`src/rtl/if_id_queue_if.sv`:
```
// Fetch-to-decode handshake bundle for the IF/ID instruction queue.
// The queue takes the slave view; the surrounding pipeline takes the master view.
interface if_id_queue_if #(
  parameter int WIDTH = 32
);
  logic             InValid;
  logic [WIDTH-1:0] Instruction;
  logic [WIDTH-1:0] PCResult;
  logic             InReady;
  logic             Flush;
  logic             OutValid;
  logic             OutReady;
  logic [WIDTH-1:0] OutInstruction;
  logic [WIDTH-1:0] OutPC;
  logic [1:0]       Count;

  modport slave (
    input  InValid, Instruction, PCResult, Flush, OutReady,
    output InReady, OutValid, OutInstruction, OutPC, Count
  );

  modport master (
    output InValid, Instruction, PCResult, Flush, OutReady,
    input  InReady, OutValid, OutInstruction, OutPC, Count
  );
endinterface

```
`src/rtl/if_id_queue.sv`:
```
// Two-entry {instruction, PC} FIFO between fetch and decode.
// The handshake outputs decode registered occupancy only, so there is no combinational path from input to output.
module if_id_queue #(
  parameter int WIDTH = 32
) (
  input logic          Clk,
  input logic          Reset,
  if_id_queue_if.slave bus
);

  typedef enum logic [1:0] {
    EMPTY = 2'd0,
    ONE   = 2'd1,
    FULL  = 2'd2
  } occ_e;

  occ_e             occ;
  occ_e             occ_next;
  logic             rd_ptr;
  logic             wr_ptr;
  logic [WIDTH-1:0] instr_mem [2];
  logic [WIDTH-1:0] pc_mem    [2];

  logic in_ready;
  logic out_valid;
  logic push;
  logic pop;

  assign in_ready  = (occ != FULL);
  assign out_valid = (occ != EMPTY);
  assign push      = bus.InValid  && in_ready;
  assign pop       = bus.OutReady && out_valid;

  assign bus.InReady        = in_ready;
  assign bus.OutValid       = out_valid;
  assign bus.OutInstruction = out_valid ? instr_mem[rd_ptr] : '0;
  assign bus.OutPC          = out_valid ? pc_mem[rd_ptr]    : '0;
  assign bus.Count          = occ;

  // NOTE: occ_next is given a default before the case so every path assigns it and no latch is inferred.
  always_comb begin
    occ_next = occ;
    unique case ({push, pop})
      2'b10:   occ_next = (occ == EMPTY) ? ONE : FULL;
      2'b01:   occ_next = (occ == FULL)  ? ONE : EMPTY;
      default: occ_next = occ;
    endcase
  end

  // NOTE: state is updated with non-blocking assignments so every register samples pre-edge values.
  always_ff @(posedge Clk or negedge Reset) begin
    if (!Reset) begin
      occ    <= EMPTY;
      rd_ptr <= 1'b0;
      wr_ptr <= 1'b0;
      // NOTE: the slots are reset because there are only two of them and a known NOP/PC 0 is wanted after reset.
      for (int i = 0; i < 2; i++) begin
        instr_mem[i] <= '0;
        pc_mem[i]    <= '0;
      end
    end else if (bus.Flush) begin
      // A branch redirect drops everything queued and any push offered this cycle; the data words are left as they are.
      occ    <= EMPTY;
      rd_ptr <= 1'b0;
      wr_ptr <= 1'b0;
    end else begin
      if (push) begin
        instr_mem[wr_ptr] <= bus.Instruction;
        pc_mem[wr_ptr]    <= bus.PCResult;
        wr_ptr            <= ~wr_ptr;
      end
      if (pop) begin
        rd_ptr <= ~rd_ptr;
      end
      occ <= occ_next;
    end
  end

endmodule

```
`src/flat_wrapper.sv`:
```
// flat-port wrapper written by rule: the top's interface ports become plain ports
module if_id_queue_flat 
#(
  parameter int WIDTH = 32
)
  (Clk, Reset, bus_InValid, bus_Instruction, bus_PCResult, bus_Flush, bus_OutReady, bus_InReady, bus_OutValid, bus_OutInstruction, bus_OutPC, bus_Count);
  if_id_queue_if #(.WIDTH(WIDTH)) bus_i ();
  input logic Clk;
  input logic Reset;
  input wire logic [$bits(bus_i.InValid)-1:0] bus_InValid;
  input wire logic [$bits(bus_i.Instruction)-1:0] bus_Instruction;
  input wire logic [$bits(bus_i.PCResult)-1:0] bus_PCResult;
  input wire logic [$bits(bus_i.Flush)-1:0] bus_Flush;
  input wire logic [$bits(bus_i.OutReady)-1:0] bus_OutReady;
  output wire logic [$bits(bus_i.InReady)-1:0] bus_InReady;
  output wire logic [$bits(bus_i.OutValid)-1:0] bus_OutValid;
  output wire logic [$bits(bus_i.OutInstruction)-1:0] bus_OutInstruction;
  output wire logic [$bits(bus_i.OutPC)-1:0] bus_OutPC;
  output wire logic [$bits(bus_i.Count)-1:0] bus_Count;
  assign bus_i.InValid = bus_InValid;
  assign bus_i.Instruction = bus_Instruction;
  assign bus_i.PCResult = bus_PCResult;
  assign bus_i.Flush = bus_Flush;
  assign bus_i.OutReady = bus_OutReady;
  assign bus_InReady = bus_i.InReady;
  assign bus_OutValid = bus_i.OutValid;
  assign bus_OutInstruction = bus_i.OutInstruction;
  assign bus_OutPC = bus_i.OutPC;
  assign bus_Count = bus_i.Count;
  if_id_queue #(.WIDTH(WIDTH)) u_core (.Clk(Clk), .Reset(Reset), .bus(bus_i));
endmodule
```
`config.mk`:
```
export PLATFORM = sky130hd
export DESIGN_NAME = if_id_queue_flat
export DESIGN_NICKNAME = d
export VERILOG_FILES = /design/src/rtl/if_id_queue_if.sv /design/src/rtl/if_id_queue.sv /design/src/flat_wrapper.sv
export SDC_FILE = /design/constraint.sdc
export NUM_CORES = 1
export LEC_CHECK = 0
export BUFFER_PORTS_ARGS = -buffer_cell sky130_fd_sc_hd__buf_2
export CAP_MARGIN = 20
export CORE_ASPECT_RATIO = 1.4
export CORE_MARGIN = 8
export CORE_UTILIZATION = 40
export CTS_CLUSTER_SIZE = 10
export DETAILED_ROUTE_END_ITERATION = 10
export PLACE_DENSITY_LB_ADDON = 0.1
export SETUP_SLACK_MARGIN = 0.05
export SLEW_MARGIN = 10
export SYNTH_ARGS = -nofsm -noshare
export SYNTH_HDL_FRONTEND = slang
export SYNTH_SLANG_ARGS = --single-unit
```
`constraint.sdc`:
```
create_clock -name Clk -period 2.7 [get_ports Clk]
set_clock_uncertainty 0.15 [all_clocks]
set_input_delay 0.54 -clock Clk [delete_from_list [all_inputs] [get_ports Clk]]
set_output_delay 0.54 -clock Clk [all_outputs]
set_load 0.02 [all_outputs]
```
Word level (Yosys, flattened, before mapping)
Cells that the tools add are included.
Storage, ports and cells
  output and inout port bits: 68
  register bits: 132
  word-level logic and storage cells: 48
Cells by class
  reductions and logical operators: 9
  magnitude comparators: 3
  bitwise gates (word level): 5
  eq/ne operators: 4
  muxes and demuxes: 20
Operators with widths (number)
  2-to-1 mux 32 bit: 9
  bitwise mux 64 bit: 2
  demux 32 bit (select 1 bit): 1
  nonzero test 2 bit: 3
  2-to-1 mux 1 bit: 5
  == test 2 bit, second input constant: 2
  greater-or-equal comparator 2 bit, second input constant: 2
  2-to-1 mux 2 bit: 2
  inverter 1 -> 2 bit: 2
  case mux 2 bit (2 select lines): 1
  logical AND 1 bit: 3
  inverter 1 bit: 3
  nonzero test 3 bit: 1
  == test 2 x 1 -> 1 bit, second input constant: 1
  zero test 2 bit: 1
  < comparator 2 x 1 -> 1 bit, second input constant: 1
  != test 2 bit, second input constant: 1
  AND reduction 2 bit: 1

Longest topological paths before layout
  word-level depth: 6
  gate-level depth with buffers: 6
  gate-level depth less buffers: 4

Worst setup path before layout
Ideal clock, no wire load.
  path kind: register -> register
  start point: register u_core.occ[0] (netlist: u_core.bus.Count[0])
  end point: register u_core.instr_mem[34] (netlist name)
  arrival: 1.793 ns
  stages on the path, launching flop included: 5
  setup slack: 0.631 ns
  clock period less this slack: 2.069 ns
  path through: dfrtp_1 and2b_2 nor4_4 buf_6 mux2_4
Between the ends
  longest elaborated chain between the ends: 3
RTL lines
  start: declaration: RTL line if_id_queue.sv:17  | occ_e occ;
  start signal: assignment: RTL line if_id_queue.sv:75  | occ <= occ_next;
  != test 2 bit: RTL line if_id_queue.sv:29  | assign in_ready = (occ != FULL);
  logical AND 1 bit: RTL line if_id_queue.sv:31  | assign push = bus.InValid && in_ready;
  AND reduction 2 bit (no source line)
  end signal: indexed assignment: RTL line if_id_queue.sv:68  | instr_mem[wr_ptr] <= bus.Instruction;
  end: declaration: RTL line if_id_queue.sv:21  | logic [WIDTH-1:0] instr_mem [2];
Every way passes these cells.
A chain may end at the register's enable or synchronous reset.

Worst setup path in the final report
  start point: register u_core.occ[0] (netlist: u_core.bus.Count[0])
  end point: output port bus_OutPC[28]
Between the ends
  longest elaborated chain between the ends: 2
RTL lines
  nonzero test 2 bit: RTL line if_id_queue.sv:30  | assign out_valid = (occ != EMPTY);
  2-to-1 mux 32 bit: RTL line if_id_queue.sv:37  | assign bus.OutPC = out_valid ? pc_mem[rd_ptr] : '0;
  end: declaration: RTL line flat_wrapper.sv:18  | output wire logic [$bits(bus_i.OutPC)-1:0] bus_OutPC;
Every way passes these cells.

==> impl_metrics.json <==
{
  "wire_per_inst_um": 18.3,
  "placedCellCount": 749,
  "path_clk_slew_ns": 0.05,
  "gp_congestion": 0.721,
  "num_io_pins": 137,
  "reg2reg_depth": 5,
  "syn_inst": 437,
  "gr-total-overflow": 0,
  "die_area_um2": 19600,
  "drtPass1Iterations": 4,
  "drc": 0,
  "ys_warn_count": 0,
  "numCtsBuffers": 17,
  "crit_type": "flop to output port",
  "port_buffers": 136,
  "rr_startpoint": "u_core.bus.Count[0]$_DFFE_PN0P_",
  "preCtsSetupSlack_ns": 0.530,
  "synth_nets": 506,
  "routed_via_density": 4.96,
  "rows": 53,
  "finalCriticalPeriod_ns": 2.48,
  "synth-seq-cells": 132,
  "fin_nets": 647,
  "synth_xor_area_frac": 0.00143,
  "hold_viol_final": 0,
  "hp-start": "bus_PCResult[17]",
  "drtIter0Drc": 156,
  "setup_tns_ns": 0,
  "cp.required_ns": 2.01,
  "vias": 3876,
  "start_util": 0.408,
  "rrSetupSlack_ns": 0.57,
  "p_leak_nw": 3.60,
  "register_area_um2": 3310,
  "r2r-end": "u_core.pc_mem[7]$_DFFE_PN0P_",
  "clock_path_buffers": 2,
  "total_power_mw": 6.18,
  "layout_commonest_cell": "buf_2",
  "core_area_um2": 15000,
  "synth_cell_types": 23,
  "postSynthAreaPerCell_um2": 14.0,
  "antenna-diode-count": 0,
  "yosys.area_share.simple": 0.0515,
  "synth_top_family_by_area": "multiplexers",
  "tightest_slew_ns": 0.507,
  "synth_area_leaders": "dfrtp_1 (54%), mux2_2 (14%), mux2_4 (12%)",
  "clock_latency_ns": 0.41,
  "synth_top_cell_by_area": "dfrtp_1",
  "die_h_um": 162,
  "drive_above_1_share": 0.525,
  "cp.arrival_ns": 1.79,
  "hold_depth": 2,
  "start_kind": "flop",
  "min_path_type": "primary input to flop",
  "grt_pass1_vias": 4465,
  "min_period_over_period": 0.919,
  "fill_cells": 1379,
  "syn_area_um2": 6120,
  "synth_seq_area_share": 0.540,
  "min_to": "u_core.pc_mem[49]$_DFFE_PN0P_",
  "grt_pass1_wl_um": 23300,
  "path_max_fanout": 18,
  "crit_path_end_kind": "output port",
  "cts-root-buf": "clkbuf_16",
  "htree_num_levels": 4,
  "numClockSinks": 132,
  "area_delta_synth_final_pct": 24.9,
  "setup_slack_ns": 0.219,
  "drv_slew": 0,
  "synthMuxAreaShare": 0.373,
  "synth_compound_area_frac": 0.00409,
  "grt_max_degree": 65,
  "multi_input_area_um2": 2650,
  "peakVddDrop_mv": 0.387,
  "status": "finished clean",
  "cts_tree": "built",
  "finalSetupViolations": 0,
  "power_density_nw_per_um2": 809,
  "rsz0062_at_grt": "false",
  "synth_top_area_frac": 0.540,
  "fmax_mhz": 403,
  "die_x_um": 121,
  "post-dp-hpwl_um": 9480,
  "grt_antenna_before_repair": 0,
  "track_usage": 0.153,
  "final_cell_mix": "buf_2 (135), dfrtp_1 (131), mux2_2 (77)",
  "final_cells": 781,
  "synth_fa_ha_area_frac": 0.00164,
  "ant_nets": 0,
  "maxCapViolCount": 0,
  "wirelength_um": 14300,
  "slew_headroom": 0.662
}
how the worst max path moves through the flow:
stage                     depth (start not counted)                       startpoint                               end  slack, ns
after floorplan                                   4  u_core.bus.Count[0]$_DFFE_PN0P_  u_core.instr_mem[34]$_DFFE_PN0P_       0.63
after global placement                            5                      bus_InValid     u_core.pc_mem[43]$_DFFE_PN0P_       0.55
after detailed placement                          5                      bus_InValid     u_core.pc_mem[43]$_DFFE_PN0P_       0.53
after CTS                                         4        u_core.rd_ptr$_DFFE_PN0P_            bus_OutInstruction[22]       0.09
after global routing                              4  u_core.bus.Count[0]$_DFFE_PN0P_                     bus_OutPC[12]       0.11
final                                             4  u_core.bus.Count[0]$_DFFE_PN0P_                     bus_OutPC[28]       0.22
synthesized netlist by cell type, drive strengths merged:
| master | instances |
|---|---|
| mux2i | 65 |
| maj3 | 1 |
| and2b | 1 |
| mux2 | 128 |
| o21ai | 2 |
| a21oi | 3 |
| buf | 22 |
| clkbuf | 5 |
| inv | 4 |
| dfrtp | 132 |
| nand4b | 1 |
| or2 | 1 |
| xor2 | 1 |
| nand2 | 1 |
| or3 | 1 |
| nor4 | 1 |
| nor2 | 67 |
| nor3b | 1 |
final cells by class:
class                      count  area share
sequential                   132       0.433
multi-input combinational    274       0.346
timing repair buffer         149       0.118
clock buffer                  25      0.0661
tap                          192      0.0314
clock inverter                 5     0.00327
inverter                       4     0.00196
cell families (layout without fill, tap and decap cells):
| family | after synthesis | count (layout) |
|---|---|---|
| flops | 132 | 132 |
| buf+inv | 31 | 183 |
| xor+xnor | 1 | 1 |
| fa+ha+maj | 1 | 1 |
| mux | 193 | 193 |
| simple gates | 74 | 74 |
| compound gates | 5 | 5 |
through the flow:
| step | util | hold WS, ns | cell area, um^2 |
|---|---|---|---|
| after global routing | 0.510 | 0.197 | 7640 |
| after global placement | 0.473 | 0.336 | 7090 |
| after floorplan | - | 0.0944 | 6120 |
| final | 0.510 | 0.213 | 7640 |
| after CTS | 0.509 | 0.196 | 7630 |
| after detailed placement | 0.473 | 0.334 | 7090 |
flip-flops by register name (all words and copies together) (netlist names):
| signal | cells |
|---|---|
| u_core.bus.Count | 2 |
| u_core.wr_ptr | 1 |
| u_core.rd_ptr | 1 |
| u_core.instr_mem | 64 |
| u_core.pc_mem | 64 |
per-layer routing:
metal,vias up,wire length (um),GRT usage
met5,-,0,0
met4,0,201,0.0536
met3,18,736,0.0510
met2,100,7300,0.262
met1,1965,6060,0.173
li1,1793,-,-
critical path: stages, from the launching register on:
cell and delay [ns]:
dfrtp_1 0.46, nor2_4 0.35, buf_4 0.30, nor2_1 0.09, buf_2 0.17
power breakdown:
part,internal (mW),leakage (nW),total [mW],switching (mW)
registers,2.46,1.58,2.72,0.259
clock network,1.28,0.269,2.06,0.782
logic,0.770,1.75,1.40,0.633
repair_timing:
action | in CTS | in global routing
setup buffers | 0 | 1
hold endpoints to repair | 34 | 0
hold buffers | 1 | 0
endpoints found under the setup margin | 0 | 2
gates resized for setup | 0 | 0
No activity file was read; power rests on OpenSTA's default activity.
